[src/rtl/stdp_weight_update.sv]
// -----------------------------------------------------------------------------
// stdp_weight_update
//
// Applies one STDP weight update per request. The spike-time difference
// magnitude is driven to the potentiation and depression LUTs. The registered
// LUT value is captured two edges later. It is then added to the current weight
// (potentiation) or subtracted from it (depression), with saturation to
// [W_MIN, W_MAX]. The updated weight leaves on a valid/ready handshake.
//
// A dt_mag outside [DT_MIN, DT_MAX] still runs the full sequence with a zero
// delta. Latency is therefore fixed: w_valid rises 2 clocks after the accept
// edge, and requests can be spaced 4 cycles apart at best.
//
// Build option:
//   STDP_LR_SHIFT_EN - when defined, the LUT delta is logically right-shifted
//                      by LR_SHIFT before it is applied. Latency is unchanged.
//
// Ports:
//   clk        clock
//   rst        synchronous, active-high reset
//   req_valid  update request valid
//   req_ready  request can be accepted (IDLE and not in reset)
//   dt_mag     |t_post - t_pre| in timesteps
//   dt_neg     1 = depression (minus LUT), 0 = potentiation (plus LUT)
//   w_in       current weight (unsigned)
//   lut_idx    registered index driven to both LUTs
//   lut_plus   registered potentiation LUT output
//   lut_minus  registered depression LUT output
//   w_out      updated weight
//   w_valid    w_out valid
//   w_ready    downstream accepts w_out
// -----------------------------------------------------------------------------
module stdp_weight_update #(
   parameter int           W        = 24,
   parameter int           DT_MIN   = 2,
   parameter int           DT_MAX   = 20,
   parameter logic [W-1:0] W_MAX    = {W{1'b1}},
   parameter logic [W-1:0] W_MIN    = '0,
   parameter int           LR_SHIFT = 2
) (
   input  logic         clk,
   input  logic         rst,
   input  logic         req_valid,
   output logic         req_ready,
   input  logic [7:0]   dt_mag,
   input  logic         dt_neg,
   input  logic [W-1:0] w_in,
   output logic [7:0]   lut_idx,
   input  logic [W-1:0] lut_plus,
   input  logic [W-1:0] lut_minus,
   output logic [W-1:0] w_out,
   output logic         w_valid,
   input  logic         w_ready
);

`ifdef STDP_LR_SHIFT_EN
   localparam bit LR_EN = 1'b1;
`else
   localparam bit LR_EN = 1'b0;
`endif

   localparam logic [7:0] DT_MIN_B = 8'(DT_MIN);
   localparam logic [7:0] DT_MAX_B = 8'(DT_MAX);

   // Two guard bits: one for add carry, one for a sign bit so that
   // subtraction underflow shows up as a negative value.
   localparam logic signed [W+1:0] W_MAX_S = $signed({2'b00, W_MAX});
   localparam logic signed [W+1:0] W_MIN_S = $signed({2'b00, W_MIN});

   typedef enum logic [1:0] {
      IDLE    = 2'd0,
      ISSUE   = 2'd1,
      CAPTURE = 2'd2,
      OUT     = 2'd3
   } state_t;

   state_t state, state_nxt;

   logic accept;
   logic capture;
   logic release_out;

   // Request registers, loaded on the accept edge
   logic         dt_neg_p0;
   logic         in_win_p0;
   logic [W-1:0] w_p0;

   logic [W-1:0]        delta_sel;
   logic [W-1:0]        delta_eff;
   logic signed [W+1:0] w_ext;
   logic signed [W+1:0] d_ext;
   logic [W-1:0]        w_new;

   // Learning-rate scaling of the LUT delta. It is active only in the
   // STDP_LR_SHIFT_EN build.
   function automatic logic [W-1:0] scale_delta(input logic [W-1:0] d);
      logic [W-1:0] res;
      res = d;
      if (LR_EN)
         res = d >> LR_SHIFT;
      return res;
   endfunction

   // Saturates a signed intermediate result into [W_MIN, W_MAX]. This also
   // clamps incoming weights that already lie outside the bounds.
   function automatic logic [W-1:0] sat_clamp(input logic signed [W+1:0] r);
      logic [W-1:0] res;
      if (r > W_MAX_S)
         res = W_MAX;
      else if (r < W_MIN_S)
         res = W_MIN;
      else
         res = r[W-1:0];
      return res;
   endfunction

   assign req_ready = (state == IDLE) && !rst;

   // Control FSM: state register
   always_ff @(posedge clk) begin
      if (rst)
         state <= IDLE;
      else
         state <= state_nxt;
   end

   // Control FSM: next state and datapath strobes
   always_comb begin
      state_nxt   = state;
      accept      = 1'b0;
      capture     = 1'b0;
      release_out = 1'b0;
      case (state)
         IDLE: begin
            if (req_valid) begin
               accept    = 1'b1;
               state_nxt = ISSUE;
            end
         end
         ISSUE: begin
            // The LUTs register lut_idx at this edge
            state_nxt = CAPTURE;
         end
         CAPTURE: begin
            capture   = 1'b1;
            state_nxt = OUT;
         end
         OUT: begin
            if (w_ready) begin
               release_out = 1'b1;
               state_nxt   = IDLE;
            end
         end
         default: state_nxt = IDLE;
      endcase
   end

   // Update arithmetic, valid while the registered LUT outputs are in CAPTURE
   always_comb begin
      delta_sel = '0;
      if (in_win_p0)
         delta_sel = dt_neg_p0 ? lut_minus : lut_plus;
      delta_eff = scale_delta(delta_sel);
      w_ext     = $signed({2'b00, w_p0});
      d_ext     = $signed({2'b00, delta_eff});
      if (dt_neg_p0)
         w_new = sat_clamp(w_ext - d_ext);
      else
         w_new = sat_clamp(w_ext + d_ext);
   end

   // Accept edge -> request registers and LUT index; capture edge -> result
   always_ff @(posedge clk) begin
      if (rst) begin
         lut_idx   <= '0;
         dt_neg_p0 <= 1'b0;
         in_win_p0 <= 1'b0;
         w_p0      <= '0;
         w_out     <= '0;
         w_valid   <= 1'b0;
      end else begin
         if (accept) begin
            lut_idx   <= dt_mag;
            dt_neg_p0 <= dt_neg;
            w_p0      <= w_in;
            in_win_p0 <= (dt_mag >= DT_MIN_B) && (dt_mag <= DT_MAX_B);
         end
         if (capture) begin
            w_out   <= w_new;
            w_valid <= 1'b1;
         end else if (release_out) begin
            w_valid <= 1'b0;
         end
      end
   end

endmodule

[config.mk]
export PLATFORM = sky130hd
export DESIGN_NAME = stdp_weight_update
export DESIGN_NICKNAME = d
export VERILOG_FILES = /design/src/rtl/stdp_weight_update.sv
export SDC_FILE = /design/constraint.sdc
export NUM_CORES = 1
export LEC_CHECK = 0
export ABC_AREA = 1
export BUFFER_PORTS_ARGS = -buffer_cell sky130_fd_sc_hd__buf_2
export CORE_MARGIN = 10
export CORE_UTILIZATION = 63
export DETAILED_ROUTE_END_ITERATION = 7
export HOLD_SLACK_MARGIN = 0.08
export PLACE_DENSITY = 0.88
export SLEW_MARGIN = 20
export SYNTH_ARGS = -nofsm -noshare
export SYNTH_HDL_FRONTEND = slang
export SYNTH_SLANG_ARGS = --single-unit
[constraint.sdc]
create_clock -name clk -period 5.67 [get_ports clk]
set_input_delay 0.567 -clock clk [delete_from_list [all_inputs] [get_ports clk]]
set_output_delay 0.567 -clock clk [all_outputs]
set_load 0.05 [all_outputs]
==> flow_metrics.tcl <==
set metrics [dict create \
    outcome "complete, no violations" \
    end_kind "flip-flop" \
    area_growth_pct 11.1 \
    numCtsBuffers 9 \
    clock-skew-final_ns 0.0103 \
    worst-endpoint-arrival_ns 4.36 \
    postCtsSetupRepairBufs 0 \
    vias 7648 \
    setup_viol 0 \
    yosys_register_bits 61 \
    count_of_placed_standard_cells_in_the_final_layout_fillers_left_out 1425 \
    antenna_left 0 \
    core.rowCount 37 \
    cts.root.buffer_cell "sky130_fd_sc_hd__clkbuf_8" \
    post_cts_hold_buffer_count 0 \
    timing.rr.end "w_out[17]" \
    drive_gt1_frac 0.134 \
    layout_worst_path_cycle_share 0.718 \
    final_area_um2 7450 \
    wire_length_of_the_first_global_routing_pass_mm 33.3 \
    sw_frac_of_total 0.569 \
    place_area_um2 7270 \
    maxClockFrequency_mhz 246 \
    filler_cell_count 1017 \
    p_leak_nw 4.17 \
    worst-r2r-setup-slack_ns 1.60 \
    regToRegStartpoint "dt_neg_p0" \
    worst-slew-pin-transition_ns 0.992 \
    drtIter0Drc 1081 \
    max_slew_margin 0.338 \
    tritoncts "done" \
    share_of_synthesized_registers_carrying_an_async_set_or_reset 0 \
    detail_route.drc_violations 0 \
    clkSlewWorstSetupHoldPaths_ns 0.08 \
    post_cts_resize_count 0 \
    timing.hold.worst_path_depth 3 \
    viasPerCell 5.37 \
    clkLatencyLatePin_ns 0.38 \
    cts-root-to-sink-buffers 2 \
    ys_types 39 \
    finalCriticalPeriod_ns 4.07 \
    number_of_sinks_handled_by_clock_tree_synthesis 61 \
    floorplan.core_area_um2 10400 \
    detail_route.wl_per_cell_um 14.9 \
    initial_antenna_violation_count 0 \
    power.net_switching_mw 1.83 \
    holdCritPathClass "in2reg" \
    final_hold_viol_count 0 \
    nNetsFinal 1433 \
    overflow 0 \
    netlist_instances 1193 \
    die-height_um 123 \
    mappedNetlistArea_um2 6710 \
    hold_start "dt_mag[5]" \
    critPathKind "reg2reg" \
    gpl.final_weighted_congestion 1.02 \
    port_buffers 118 \
    first_global_vias 6891 \
    dpl.cell_count 1409 \
    worst-r2r-cell-count 16 \
    antennaDiodeCount 0 \
    timing.critical_path.required_ns 5.97 \
    power_per_cell_area_nw_per_um2 431 \
    setup_total_negative_slack_ns 0 \
    grt_setup_unrepaired "false" \
    combPwrFrac 0.687 \
    cell_internal_pwr_mw 1.38 \
    final_hpwl_dp_mm 17.0 \
    worst_setup_path_start_kind "flip-flop" \
    share_seq_of_total_power 0.196 \
    totalWireLength_mm 21.2 \
    synth_edf_count 0 \
    largest_fanout_of_any_net_on_the_critical_path 27 \
    chipWidth_um 123 \
    groute.usage.overall 0.273 \
    peakVddDrop_mv 0.251 \
    num_io_pins 119 \
    h-tree-depth 3 \
    min_delay_worst_endpoint "lut_idx[5]" \
    dieArea_um2 15200 \
    initial_core_util 0.647 \
    max-cap-violations 0 \
    yosys_warnings 0 \
    synth-main-ff-cell "sky130_fd_sc_hd__dfxtp_1" \
    detailed_routing_iterations_pass_1 5 \
    grt_max_degree 37 \
    drv_slew 0 \
    synth-seq-area-share 0.182 \
    mappedNetlistNets 1342 \
    synthesis.area_per_instance_um2 5.62 \
    clockPowerShare 0.117 \
]
[power groups by stage]
stage / registers (mW) / clock network, mW / logic [mW]
after floorplan: 0.776 / 0 / 1.53
after global routing: 0.645 / 0.392 / 2.43
after CTS: 0.629 / 0.376 / 2.15
after detailed placement: 0.638 / 0 / 2.14
final: 0.630 / 0.374 / 2.21
after global placement: 0.633 / 0 / 2.12
[final cells by class]
| class | count | area (um^2) | share of cell area |
|---|---|---|---|
| multi-input cells | 896 | 4530 | 0.608 |
| flip-flops and latches | 61 | 1220 | 0.164 |
| inverters | 195 | 733 | 0.0984 |
| repair buffers | 121 | 613 | 0.0823 |
| well taps | 136 | 170 | 0.0228 |
| clock buffers | 13 | 159 | 0.0213 |
| clock inverters | 3 | 20.0 | 0.00269 |
[stage by stage]
step | total power, mW | hold WS, ns | utilization | worst slack (ns)
finish | 3.21 | 0.432 | 0.719 | 1.60
global route | 3.47 | 0.436 | 0.719 | 1.30
CTS | 3.16 | 0.428 | 0.719 | 1.72
detailed placement | 2.78 | 0.451 | 0.701 | 1.76
global placement | 2.75 | 0.445 | 0.701 | 1.85
floorplan | 2.31 | 0.454 | - | 2.81
[metal layers]
layer	wire length, um	share of wire	up-vias	global-route usage
met1	9120	0.43	3366	0.367
met3	2320	0.11	32	0.0643
met5	0	0	-	0
li1	-	-	3874	-
met4	478	0.023	0	0.104
met2	9270	0.44	376	0.416
[worst max-delay path: stages (launching register included)]
cell	delay (ns)
sky130_fd_sc_hd__dfxtp_2	0.61
sky130_fd_sc_hd__clkinv_1	0.80
sky130_fd_sc_hd__nor2_1	0.29
sky130_fd_sc_hd__nor2_1	0.11
sky130_fd_sc_hd__ha_1	0.23
sky130_fd_sc_hd__fa_1	0.40
sky130_fd_sc_hd__inv_1	0.15
sky130_fd_sc_hd__nand3_1	0.10
sky130_fd_sc_hd__nand3_2	0.14
sky130_fd_sc_hd__nand3_1	0.08
sky130_fd_sc_hd__nand2_1	0.15
sky130_fd_sc_hd__nand2_1	0.12
sky130_fd_sc_hd__nand3_4	0.29
sky130_fd_sc_hd__nand3_1	0.17
sky130_fd_sc_hd__nand2_1	0.10
sky130_fd_sc_hd__nand3_1	0.09
sky130_fd_sc_hd__a21oi_1	0.15
[state kept, by name, indices dropped and copies added (netlist names)]
signal,flops
state,2
w_out,24
in_win_p0,1
lut_idx,8
w_p0,24
dt_neg_p0,1
w_valid,1
[layout by cell type (no fill, tap or decap), drive strengths merged, types with 2 or more instances in the layout]
cell | netlist | routed
clkbuf | 24 | 13
o211ai | 3 | 3
xor2 | 13 | 13
buf | 17 | 121
fa | 2 | 2
a21oi | 73 | 73
nor2 | 179 | 179
ha | 62 | 62
nor3 | 31 | 31
o21ai | 41 | 41
inv | 193 | 193
nand3b | 7 | 7
clkinvlp | 0 | 2
clkinv | 2 | 3
nand3 | 98 | 98
nand2 | 368 | 368
nand4 | 9 | 9
dfxtp | 61 | 61
o21bai | 4 | 4
[cells by family (layout without fill, tap and decap cells)]
| family | count (synthesis) | in the layout | share of synthesized area |
|---|---|---|---|
| compound gates | 123 | 123 | 0.102 |
| buf+inv | 236 | 332 | 0.142 |
| xor+xnor | 14 | 14 | 0.0183 |
| fa+ha+maj | 64 | 64 | 0.122 |
| flops | 61 | 61 | 0.182 |
| simple gates | 695 | 695 | 0.435 |
[how the worst max path moves through the flow]
stage	from	to	slack, ns
5_1_grt	dt_neg_p0	w_out[3]	1.30
3_3_place_gp	dt_neg_p0	w_out[21]	1.85
4_1_cts	dt_neg_p0	w_out[18]	1.72
6_report	dt_neg_p0	w_out[17]	1.60
3_5_place_dp	dt_neg_p0	w_out[18]	1.76
2_1_floorplan	dt_neg_p0	w_out[21]	2.81
[cells in the mapped netlist, drive strengths merged, types with 3 or more instances]
cell,n,share of area
nand2,368,0.21
inv,193,0.11
nor2,179,0.11
nand3,98,0.076
a21oi,73,0.059
ha,62,0.12
dfxtp,61,0.18
o21ai,41,0.031
nor3,31,0.025
clkbuf,24,0.013
buf,17,0.019
xor2,13,0.017
nand4,9,0.0084
nand3b,7,0.0078
o21bai,4,0.0045
o211ai,3,0.0056
(Power assumes the default switching activity.)
